$ cat config.mk
export PLATFORM = sky130hd
export DESIGN_NAME = wb_serial_adder
export DESIGN_NICKNAME = d
export VERILOG_FILES = /design/src/rtl/wb_serial_adder.sv
export SDC_FILE = /design/constraint.sdc
export NUM_CORES = 1
export LEC_CHECK = 0
export CAP_MARGIN = 20
export CORE_ASPECT_RATIO = 0.5
export CORE_MARGIN = 4
export CORE_UTILIZATION = 56
export CTS_BUF_LIST = sky130_fd_sc_hd__clkbuf_8 sky130_fd_sc_hd__clkbuf_16
export DETAILED_ROUTE_END_ITERATION = 10
export PLACE_DENSITY = 0.78
export SLEW_MARGIN = 20
export SYNTH_ARGS = -nofsm -noshare
export SYNTH_HDL_FRONTEND = slang
export SYNTH_SLANG_ARGS = --single-unit
$ cat constraint.sdc
create_clock -name wb_clk_i -period 2.1 [get_ports wb_clk_i]
set_input_delay 0.21 -clock wb_clk_i [delete_from_list [all_inputs] [get_ports wb_clk_i]]
set_output_delay 0.21 -clock wb_clk_i [all_outputs]
set_load 0.03 [all_outputs]
$ cat src/rtl/wb_serial_adder.sv
// Wishbone-slave 32-bit bit-serial adder: operands A and B are summed one bit per
// cycle into RESULT, with a completion interrupt.
module wb_serial_adder #(
  parameter logic [31:0] BASE_ADDR = 32'h3000_0000
) (
  input  logic        wb_clk_i,
  input  logic        wb_rst_i,
  input  logic        wbs_stb_i,
  input  logic        wbs_cyc_i,
  input  logic        wbs_we_i,
  input  logic [3:0]  wbs_sel_i,
  input  logic [31:0] wbs_dat_i,
  input  logic [31:0] wbs_adr_i,
  output logic        wbs_ack_o,
  output logic [31:0] wbs_dat_o,
  output logic [2:0]  irq
);

  typedef enum logic [1:0] {IDLE = 2'd0, RUN = 2'd1, DONE = 2'd2} state_t;

  function automatic logic maj3(input logic a, input logic b, input logic c);
    return (a & b) | (a & c) | (b & c);
  endfunction

  function automatic logic [31:0] byte_merge(input logic [31:0] old_v,
                                             input logic [31:0] new_v,
                                             input logic [3:0]  sel);
    logic [31:0] res;
    res = old_v;
    for (int i = 0; i < 4; i++) begin
      if (sel[i]) res[8*i +: 8] = new_v[8*i +: 8];
    end
    return res;
  endfunction

  state_t      state_r;
  logic [31:0] a_r, b_r, result_r;
  logic [31:0] sa_r, sb_r, sum_sh_r;
  logic [4:0]  cnt_r;
  logic        cin_r, carry_r, done_r, irq_en_r, irq_r, ack_r;
  logic [31:0] dat_r;

  logic        hit_s, acc_s, wr_s, start_s, busy_s, sum_bit_s, cout_s;
  logic [1:0]  off_s;
  logic [31:0] rd_data_s;
  logic        unused_s;

  assign unused_s  = ^wbs_adr_i[1:0];
  assign hit_s     = wbs_cyc_i & wbs_stb_i & (wbs_adr_i[31:4] == BASE_ADDR[31:4]);
  // A request is accepted only on a cycle not already acked, so ack never repeats back-to-back.
  assign acc_s     = hit_s & ~ack_r;
  assign wr_s      = acc_s & wbs_we_i;
  assign off_s     = wbs_adr_i[3:2];
  assign busy_s    = (state_r == RUN);
  assign start_s   = wr_s & (off_s == 2'd2) & wbs_dat_i[0] & ~busy_s;
  assign sum_bit_s = sa_r[0] ^ sb_r[0] ^ cin_r;
  assign cout_s    = maj3(sa_r[0], sb_r[0], cin_r);

  assign wbs_ack_o = ack_r;
  assign wbs_dat_o = dat_r;
  assign irq       = {2'b00, irq_r};

  // Register read multiplexer.
  always_comb begin
    rd_data_s = 32'h0;
    case (off_s)
      2'd0:    rd_data_s = a_r;
      2'd1:    rd_data_s = b_r;
      2'd2:    rd_data_s = {28'h0, carry_r, done_r, irq_en_r, busy_s};
      2'd3:    rd_data_s = result_r;
      default: rd_data_s = 32'h0;
    endcase
  end

  // Bus acknowledge and read-data register.
  always_ff @(posedge wb_clk_i) begin
    if (wb_rst_i) begin
      ack_r <= 1'b0;
      dat_r <= 32'h0;
    end else begin
      ack_r <= acc_s;
      dat_r <= (acc_s & ~wbs_we_i) ? rd_data_s : 32'h0;
    end
  end

  // Register file writes, serial-add FSM and interrupt.
  always_ff @(posedge wb_clk_i) begin
    if (wb_rst_i) begin
      state_r  <= IDLE;
      a_r      <= 32'h0;
      b_r      <= 32'h0;
      result_r <= 32'h0;
      sa_r     <= 32'h0;
      sb_r     <= 32'h0;
      sum_sh_r <= 32'h0;
      cnt_r    <= 5'd0;
      cin_r    <= 1'b0;
      carry_r  <= 1'b0;
      done_r   <= 1'b0;
      irq_en_r <= 1'b0;
      irq_r    <= 1'b0;
    end else begin
      irq_r <= done_r & irq_en_r;
      if (wr_s) begin
        case (off_s)
          2'd0: if (!busy_s) a_r <= byte_merge(a_r, wbs_dat_i, wbs_sel_i);
          2'd1: if (!busy_s) b_r <= byte_merge(b_r, wbs_dat_i, wbs_sel_i);
          2'd2: begin
            irq_en_r <= wbs_dat_i[1];
            if (wbs_dat_i[2]) done_r <= 1'b0;
          end
          default: ;
        endcase
      end
      // Completion is evaluated after the CTRL write so that it wins over a done-clear.
      case (state_r)
        IDLE: ;
        RUN: begin
          sa_r     <= {1'b0, sa_r[31:1]};
          sb_r     <= {1'b0, sb_r[31:1]};
          sum_sh_r <= {sum_bit_s, sum_sh_r[31:1]};
          cin_r    <= cout_s;
          cnt_r    <= cnt_r + 5'd1;
          if (cnt_r == 5'd31) state_r <= DONE;
        end
        DONE: begin
          state_r  <= IDLE;
          done_r   <= 1'b1;
          carry_r  <= cin_r;
          result_r <= sum_sh_r;
        end
        default: state_r <= IDLE;
      endcase
      if (start_s) begin
        state_r <= RUN;
        sa_r    <= a_r;
        sb_r    <= b_r;
        cin_r   <= 1'b0;
        cnt_r   <= 5'd0;
        if (state_r != DONE) done_r <= 1'b0;
      end
    end
  end

endmodule

==> metrics.cfg <==
[job]
cap_violations=0

[yosys]
synth_edf_count=0
postSynthCellCount=1101
async_flop_share=0
ys_ff_latch=237
ys_types=39
synth_area_sq_mm=0.009485
synth_ff_type=dfxtp_1
ys_seq_area_frac=0.5002
synth_area_per_cell_sq_um=8.615
ys_warn_count=0

[placement]
postPlaceCellArea_sq_mm=0.01082
hpwl_microns=15730
place_ws_ns=-0.4682
portBuffers=104
gp_congestion=0.8339

[critical_path]
cp-end-kind=flop
cpMostUsedCell=buf_6
critical_path.endpoint=b_r[24]
cp_top_family=simple AND/OR/NAND/NOR gates
worstPathArrival_ns=2.40
reg2reg_to=b_r[24]
critPathSlowestCell=or4_1
cp_max_fo=8
worstRegToRegCells=7
critical_path_required_ns=2.47
slowest_delay_ns=0.54
start_kind=flop
critical_path_class=reg -> reg
crit_start=wbs_ack_o
r2r_slack_ns=0.06
crit_chain=nor4_4 > nand4_4 > buf_6 > or4_1 > buf_6 > mux2i_2 > nor2_1
r2r_start=wbs_ack_o
critPathBufInv=2
worst-path-stages=7

[final_layout]
fin_util=0.7044
stdcell_area_sq_mm=0.01160
final_cell_mix=nand2_1 (259), dfxtp_1 (237), nor2_1 (187), a21oi_1 (102), clkdlybuf4s50_1 (102)
final_common_cell=nand2_1
seqCellArea_sq_mm=0.004745
fin_nets=1263
multi_input_area_sq_mm=0.004388
diodes=0
area_growth_pct=22.35
fill_cells=1201
layout-drive-gt1-share=0.08750

[timing]
layout_setup_ws_ns=0.06060
worst-slew-pin-transition_ns=0.5767
setup_tns_ns=0
drv_slew=0
skew_ns=0.006998
final_hold_viol_count=0
max_freq_mhz=490.3
finalSetupViolations=0
finalCritPeriodShare=0.9711
rsz0062_at_grt=true
slew_headroom=0.6046
min_period_ns=2.039

[clock_tree]
numCtsBuffers=21
root_buffer=clkbuf_16
insertion_delay_ns=0.49
cts_tree=built
ctsHtreeMaxLevel=1
cts_buffer_depth=3
path_clk_slew_ns=0.06
clkSinkCount=237

[global_route]
grt_use_total=0.2434
grt_pass1_wl_microns=37850
antenna_found_initial=0
grt.overflow.total=0
first_global_vias=7457
grt_max_degree=143

[power_and_ir_drop]
total_power_w=0.008620
p_per_area_mw_per_mm2=742.8
p_leak_nw=4.326
ir_drop_mv=0.6051

[floorplanning]
fp.dieH_microns=100.0
dieArea_sq_mm=0.01921
ios=109
initial_core_util=0.5758
core_sq_mm=0.01647
placementRows=33
dieWidth_microns=192.1

[routing]
vias_per_cell=5.652
wl_per_cell_microns=17.07
firstDrtPassIters=5
routed_wl_microns=24360
ant_nets=0
vias=8065
drc=0
drt-initial-drc-count=803

[worst_hold_path]
worst_hold_path_type=in -> reg
whs_path_depth=2

[run_status]
status=finished clean

[worst reg2reg max path: stages (launching register included)]
cell	delay [ns]
dfxtp_1	0.33
nor4_4	0.26
nand4_4	0.14
buf_6	0.18
or4_1	0.54
buf_6	0.18
mux2i_2	0.21
nor2_1	0.07
[layout make-up]
cell class / count / area share
Sequential cell: 237 / 0.4088
Multi-Input combinational cell: 775 / 0.3781
Timing Repair Buffer: 151 / 0.1300
Clock buffer: 27 / 0.05240
Tap cell: 227 / 0.02447
Clock inverter: 9 / 0.005822
Inverter: 1 / 0.0003234
[kinds of logic (layout without fill, tap and decap cells)]
| family | Yosys count | in the layout | synth area share |
|---|---|---|---|
| AND/OR/NAND/NOR | 504 | 504 | 0.2299 |
| flip-flops | 237 | 237 | 0.5002 |
| AO/OA/AOI/OAI | 167 | 167 | 0.1130 |
| multiplexers | 99 | 99 | 0.1097 |
| buffers and inverters | 90 | 188 | 0.04195 |
| adder cells (fa/ha/maj) | 3 | 3 | 0.004748 |
| other | 1 | 2 | 0.0003953 |
[worst min path at each step]
| stage | start | end |
|---|---|---|
| after CTS | wb_rst_i | a_r[10] |
| after detailed placement | sum_sh_r[0] | result_r[0] |
| after floorplan | wbs_dat_i[0] | a_r[0] |
| after global placement | sum_sh_r[0] | result_r[0] |
| final | wb_rst_i | state_r[0] |
| after global routing | wb_rst_i | a_r[7] |
[synth_stat cells, types with 3 or more instances]
cell,n,area [sq um]
nand2_1,259,972.2
dfxtp_1,237,4745
nor2_1,187,701.9
a21oi_1,102,510.5
mux2i_1,95,950.9
clkbuf_1,75,281.5
a311oi_1,62,543.0
nand3_1,11,55.05
nor2b_1,7,43.79
buf_6,6,67.56
nor4_4,5,106.4
mux4_2,4,90.09
nand2b_1,4,25.02
nor3_1,4,20.02
nor3_2,4,40.04
buf_2,3,15.01
buf_4,3,22.52
or4_1,3,22.52
[registers in the layout (all words and copies together) (netlist names), 2 cells and up]
name       count
result_r      32
wbs_dat_o     32
sum_sh_r      32
sa_r          32
state_r        2
b_r           32
sb_r          32
a_r           32
cnt_r          5
[per-stage QoR]
stage                     std cells  hold WS, ns
after global routing           1427       0.1158
final                          1427       0.1078
after global placement         1388       0.4397
after floorplan                1102       0.3539
after CTS                      1424      0.09224
after detailed placement       1388       0.4489
[where the power goes]
part           total (W)      switching [W]  internal, W  leakage, nW
registers        0.00449  0.000000000000259      0.00449         1.91
clock network    0.00379            0.00164      0.00215        0.355
logic           0.000335           0.000171     0.000164         2.06
[timing repair]
action	in CTS	in global routing
endpoints found under the setup margin	0	60
resized for setup	0	15
hold buffers	0	0
buffers inserted	0	2
[routing by layer]
| layer | vias up | wire length (microns) | track usage |
|---|---|---|---|
| li1 | 3904 | - | - |
| met1 | 3848 | 11270 | 0.3590 |
| met2 | 290 | 10470 | 0.3669 |
| met3 | 23 | 2348 | 0.06359 |
| met4 | 0 | 274 | 0.04217 |
| met5 | - | 0 | 0 |
No activity file was read; power rests on OpenSTA's default activity.
